--- config.mk ---
export PLATFORM = sky130hd
export DESIGN_NAME = bcd_to_bin
export DESIGN_NICKNAME = d
export VERILOG_FILES = /design/src/rtl/bcd_to_bin.sv
export SDC_FILE = /design/constraint.sdc
export NUM_CORES = 1
export LEC_CHECK = 0
export BUFFER_PORTS_ARGS = -buffer_cell sky130_fd_sc_hd__buf_2
export CORE_MARGIN = 4
export CORE_UTILIZATION = 59
export DETAILED_ROUTE_END_ITERATION = 6
export PLACE_DENSITY = 0.86
export SYNTH_ARGS = -nofsm -noshare
export SYNTH_HDL_FRONTEND = slang
export SYNTH_SLANG_ARGS = --single-unit
export TNS_END_PERCENT = 10
--- constraint.sdc ---
create_clock -name clk -period 3.5 [get_ports clk]
set_input_delay 0.175 -clock clk [delete_from_list [all_inputs] [get_ports clk]]
set_output_delay 0.175 -clock clk [all_outputs]
set_load 0.02 [all_outputs]
--- src/rtl/bcd_to_bin.sv ---
// bcd_to_bin: sequential BCD-to-binary converter (reverse double dabble).
//   A start pulse seen while idle loads a packed DIGITS-digit BCD value.
//   BW shift cycles follow, then a one-cycle done pulse, BW+2 cycles per
//   conversion in total.
// Ports:
//   clk    - clock, rising edge
//   rst_n  - synchronous active-low reset
//   start  - conversion request, sampled only while idle
//   bcd    - packed BCD input, digit k in bits [4k+3:4k]
//   busy   - high from the cycle after start through the done cycle
//   done   - one-cycle pulse, bin/err freshly updated
//   bin    - binary result, held until the next done
//   err    - some input digit was > 9 (bin forced to 0), held with bin
module bcd_to_bin #(
   parameter int DIGITS = 3,
   parameter int BW     = 10
) (
   input  logic                  clk,
   input  logic                  rst_n,
   input  logic                  start,
   input  logic [4*DIGITS-1:0]   bcd,
   output logic                  busy,
   output logic                  done,
   output logic [BW-1:0]         bin,
   output logic                  err
);

   localparam int BCDW = 4 * DIGITS;
   localparam int SRW  = BCDW + BW;
   localparam int CW   = $clog2(BW + 1);

   // The binary field must hold the largest decimal value.
   generate
      if ((2 ** BW) <= (10 ** DIGITS) - 1) begin : g_bw_too_small
         $error("bcd_to_bin: BW too small for DIGITS");
      end
   endgenerate

   typedef enum logic [1:0] {IDLE, SHIFT, DONE} state_t;

   state_t           state_q, state_d;
   logic [SRW-1:0]   sr_q, sr_d;
   logic [CW-1:0]    cnt_q, cnt_d;
   logic             err_nxt_q, err_nxt_d;
   logic             busy_q, busy_d;
   logic             done_q, done_d;
   logic [BW-1:0]    bin_q, bin_d;
   logic             err_q, err_d;
   logic [SRW-1:0]   sr_fix;
   logic             bad_digit;

   // Any digit above 9 makes the input invalid.
   always_comb begin
      bad_digit = 1'b0;
      for (int k = 0; k < DIGITS; k++) begin
         if (bcd[4*k +: 4] > 4'd9) bad_digit = 1'b1;
      end
   end

   // One reverse-dabble step: shift right, then every BCD digit that is
   // now >= 8 loses 3. Digits are corrected independently, no carries.
   always_comb begin
      sr_fix = sr_q >> 1;
      for (int k = 0; k < DIGITS; k++) begin
         if (sr_fix[BW + 4*k + 3]) begin
            sr_fix[BW + 4*k +: 4] = sr_fix[BW + 4*k +: 4] - 4'd3;
         end
      end
   end

   always_comb begin
      state_d   = state_q;
      sr_d      = sr_q;
      cnt_d     = cnt_q;
      err_nxt_d = err_nxt_q;
      busy_d    = busy_q;
      done_d    = 1'b0;
      bin_d     = bin_q;
      err_d     = err_q;
      case (state_q)
         IDLE: begin
            busy_d = 1'b0;
            if (start) begin
               sr_d      = {bcd, {BW{1'b0}}};
               cnt_d     = '0;
               err_nxt_d = bad_digit;
               busy_d    = 1'b1;
               state_d   = SHIFT;
            end
         end
         SHIFT: begin
            sr_d  = sr_fix;
            cnt_d = cnt_q + 1'b1;
            if (cnt_q == CW'(BW - 1)) begin
               // Outputs load on the edge into DONE from the final shift.
               state_d = DONE;
               done_d  = 1'b1;
               bin_d   = err_nxt_q ? '0 : sr_fix[BW-1:0];
               err_d   = err_nxt_q;
            end
         end
         DONE: begin
            busy_d  = 1'b0;
            state_d = IDLE;
         end
         default: begin
            busy_d  = 1'b0;
            state_d = IDLE;
         end
      endcase
   end

   always_ff @(posedge clk) begin
      if (!rst_n) begin
         state_q   <= IDLE;
         sr_q      <= '0;
         cnt_q     <= '0;
         err_nxt_q <= 1'b0;
         busy_q    <= 1'b0;
         done_q    <= 1'b0;
         bin_q     <= '0;
         err_q     <= 1'b0;
      end else begin
         state_q   <= state_d;
         sr_q      <= sr_d;
         cnt_q     <= cnt_d;
         err_nxt_q <= err_nxt_d;
         busy_q    <= busy_d;
         done_q    <= done_d;
         bin_q     <= bin_d;
         err_q     <= err_d;
      end
   end

   assign busy = busy_q;
   assign done = done_q;
   assign bin  = bin_q;
   assign err  = err_q;

endmodule

; Yosys cells after proc, flatten, opt, wreduce, memory -nomap -nowiden
; Index checks and enable logic that the tools add are counted.
[word_totals]
reg_bits = 42
inputBits = 15
[op_classes]
addsub = 3
order_cmp = 3
n_eq_ne = 4
muxes = 16
n_reduce_logical = 7
[op_table]
columns = op, count
row1 = $pmux 22 s2, 1
row2 = $mux 22, 1
row3 = $gt 4x4->1 const B, 3
row4 = $mux 4, 3
row5 = $mux 10, 1
row6 = $reduce_and 2->1, 5
row7 = $pmux 4 s2, 1
row8 = $sub 4x2->4 const B, 2
row9 = $mux 1, 5
row10 = $add 4x1->4 const B, 1
row11 = $eq 4x4->1 const B, 1
row12 = $mux 2, 2
row13 = $ne 2x2->1 const B, 2
row14 = $pmux 2 s2, 1
row15 = $eq 2x1->1 const B, 1
row16 = $logic_not 2->1, 1
row17 = $pmux 1 s2, 1
row18 = $reduce_bool 2->1, 1

; Logic depth before layout (Yosys ltp)
[depth]
ltp_word = 4
mapped_depth = 6
ltp_nobuf = 5

; Worst setup path before layout
; Ideal clock, no wire load.
[synth_timing]
path_kind = register to register
from = register cnt_q[1]
to = register bin_q[1], in the netlist bin[1]
setup_ps = 121
arrival_ps = 1220
t_required_ps = 3379
path_slack_ps = 2159
stages_incl_launch_ff = 7
n_path_buf = 1
period_less_slack_ps = 1341
cell_sequence = dfxtp_1 -> inv_1 -> ha_1 -> and3b_1 -> and2_1 -> buf_4 -> mux2i_1
[synth_between]
elab_chain_len = 2
[synth_lines]
columns = element, line_no
row1 = from (decl), 43  ; logic [CW-1:0] cnt_q, cnt_d;
row2 = from (signal assigned), 126  ; cnt_q <= cnt_d;
row3 = $eq 4x4->1, 94  ; if (cnt_q == CW'(BW - 1)) begin
row4 = $reduce_and 2->1 (no source line), n/a
row5 = to (signal assigned), 130  ; bin_q <= bin_d;
row6 = to (decl), 47  ; logic [BW-1:0] bin_q, bin_d;
; No other way between the ends.
; A chain may end at the register's enable or synchronous reset.

; Worst setup path in the final report
[layout_timing]
from = register cnt_q[0]
to = register bin_q[6], in the netlist bin[6]
; The elaborated chain is that of the path after synthesis.

==> flow_summary.toml <==
[status]
outcome = "completed"

[clocking]
post_cts_resized = 0
cts_tree = "yes"
cts-root-buf = "clkbuf_4"
insertion_delay_ps = 360
cts-hold-fix-buffers = 0
post-cts-setup-buffers = 0
cts_buffers = 5
htreeDepth = 2
cts.sink_count = 41
clock_tree.buffer_depth = 2
clk_pin_slew_worst_paths_ps = 120

[logic_synthesis]
synth_area_mm2 = 0.00183
yosys_register_bits = 41
synth_nets = 220
synthFlopType = "dfxtp_1"
syn_avg_cell_area_um2 = 9.13
yosysTopAreaCell = "dfxtp_1"
synth.top_cell.area_share_pct = 44.7
synthCells = 201
synth.top_cells.by_area = "dfxtp_1 (45%), mux2i_1 (6.0%), a21oi_1 (5.5%)"
synthArstFlopShare_pct = 0
ys_types = 38
ys_warn_count = 0
synth.yosys.seq_area_share_pct = 44.7
synth_edf_count = 0

[worst_setup_path]
worst-path-stages = 4
worstReg2RegEnd = "bin[6]$_SDFFE_PN0P_"
reg2reg_from = "cnt_q[0]$_SDFFE_PN0P_"
cp_max_fo = 11
cp_num_buf_inv = 0
criticalPathCategory = "flip-flop to flip-flop"
required_ps = 3790
crit_slowest_cell = "and2_1"
arrival_ps = 2020
slowest_delay_ps = 560
reg2reg_depth = 4
cp_cell_sequence = "ha_1 -> and3b_1 -> and2_1 -> mux2i_1"
setup.worst_path.start_class = "flip-flop"
r2r_slack_ps = 1760
crit_family = "simple AND/OR/NAND/NOR gates"
critPathCaptureType = "flip-flop"

[drt]
antenna_left = 0
drt-initial-drc-count = 165
postRouteWirelength_um = 3940
vias = 1563
viasPerCell = 6.20
wl_per_cell_um = 15.6
drc_errors = 0
firstDrtPassIters = 4

[timing]
finalHoldViolCount = 0
rsz0062_at_grt = "false"
timing.hold.ws_ps = 38.1
tns_ps = 0
fmax_mhz = 575
period_minus_slack_ps = 1740
tightest_slew_ps = 726
slew_headroom_pct = 51.6
finalMaxSlewViolations = 0
fin_ws_ps = 1760
setup_viol = 0
finalCritPeriodShare_pct = 49.7
finClkSkew_ps = 13.6

[global_route]
antenna_found_initial = 0
grt_usage_pct = 20.9
grt_max_degree = 37
globalRouteOverflowTotal = 0
grt_pass1_vias = 1539
grt_pass1_wl_um = 6840

[floorplan]
die_y_um = 63.8
dieArea_mm2 = 0.00406
ioPinCount = 28
core_mm2 = 0.00285
die_w_um = 63.8
initial_core_util_pct = 64.3
num_rows = 19

[worst_hold_path]
whs_path_depth = 3
hp-start = "bcd[8]"
worstHoldPathType = "input pin to flip-flop"
worstHoldEndpoint = "sr_q[18]$_SDFFE_PN0P_"

[cells_and_area]
final_cell_count_no_fill = 252
layout.cells.most_common = "dfxtp_1"
fin_nets = 239
drive_gt1_share_pct = 17.6
area_growth_pct = 7.09
diodes = 0
layout_common_cells = "dfxtp_1 (41), buf_2 (27), nand2_1 (23)"
nFillCells = 228

[power_and_ir_drop]
leakagePower_nw = 0.779
peakVddDrop_mv = 0.269
p_per_area_mw_per_mm2 = 420

[placement]
placed_cells = 244
post-place-ws_ps = 1770
dpl.hpwl_um = 2710
io_buffers = 27
gp_congestion = 0.854

[job]
maxCapViolCount = 0
-- cell families after synthesis --
family | count (synthesis) | share of synthesized area, %
compound gates | 45 | 15.8
xor+xnor | 4 | 1.91
fa+ha+maj | 4 | 2.73
buf+inv | 18 | 6.00
flops | 41 | 44.7
mux | 11 | 6.00
simple gates | 78 | 22.8
-- state kept, by name (all words and copies together) (netlist names) --
name and cells:
bin 10, busy 1, cnt_q 4, done 1
err 1, err_nxt_q 1, sr_q 21, state_q 2
-- Yosys cell counts, types with 2 or more instances --
master	instances
dfxtp_1	41
nand2_1	23
a21oi_1	20
nand3_1	13
mux2i_1	11
nand3b_1	10
nor2_1	8
o21ai_0	7
clkbuf_1	6
nor2b_1	6
a211oi_1	5
buf_2	4
ha_1	4
and3_1	3
buf_4	3
nand2b_1	3
nor3_1	3
o221ai_1	3
a222oi_1	2
a31oi_1	2
buf_6	2
inv_1	2
nand4_1	2
nor4_1	2
xnor2_1	2
xor2_1	2
-- layer usage --
layer  vias up  wire length, um  part of all wire [%]  GRT usage (%)
li1        756                -                     -              -
met1       744             1640                    42           24.3
met2        53             1980                    50           35.3
met3        10              256                   6.5           7.88
met4         0               58                   1.5           7.28
met5         -                0                     0              0
-- worst max path at each step --
stage	start	to
floorplan	cnt_q[1]$_SDFFE_PN0P_	bin[1]$_SDFFE_PN0P_
global placement	cnt_q[0]$_SDFFE_PN0P_	err$_SDFFE_PN0P_
detailed placement	cnt_q[0]$_SDFFE_PN0P_	bin[6]$_SDFFE_PN0P_
CTS	cnt_q[0]$_SDFFE_PN0P_	bin[6]$_SDFFE_PN0P_
global route	cnt_q[0]$_SDFFE_PN0P_	bin[9]$_SDFFE_PN0P_
finish	cnt_q[0]$_SDFFE_PN0P_	bin[6]$_SDFFE_PN0P_
-- area by class of cell --
| type | instances | area, um^2 | share of cell area, % |
|---|---|---|---|
| flip-flops and latches | 41 | 821 | 41.8 |
| repair buffers | 28 | 143 | 7.26 |
| well taps | 31 | 38.8 | 1.97 |
| multi-input cells | 142 | 903 | 46.0 |
| clock inverters | 2 | 10.0 | 0.510 |
| clock buffers | 6 | 41.3 | 2.10 |
| inverters | 2 | 7.51 | 0.382 |
-- power breakdown --
part,switching (W),internal (W),leakage (nW)
registers,0.0000201,0.000483,0.334
logic,0.0000545,0.0000393,0.413
clock network,0.000151,0.0000766,0.0320
-- metrics by stage --
stage	utilization, %	cell area (um^2)	total power (W)
2_1_floorplan	-	1830	0.000586
3_3_place_gp	67.1	1910	0.000600
3_5_place_dp	67.1	1910	0.000606
4_1_cts	68.9	1960	0.000825
5_1_grt	68.9	1960	0.000875
6_report	68.9	1960	0.000825
-- worst register-to-register path, cell delays in order (launching register included) --
cell and delay [ps]:
dfxtp_1 420, ha_1 170, and3b_1 250, and2_1 560, mux2i_1 280
(Power assumes the default switching activity.)
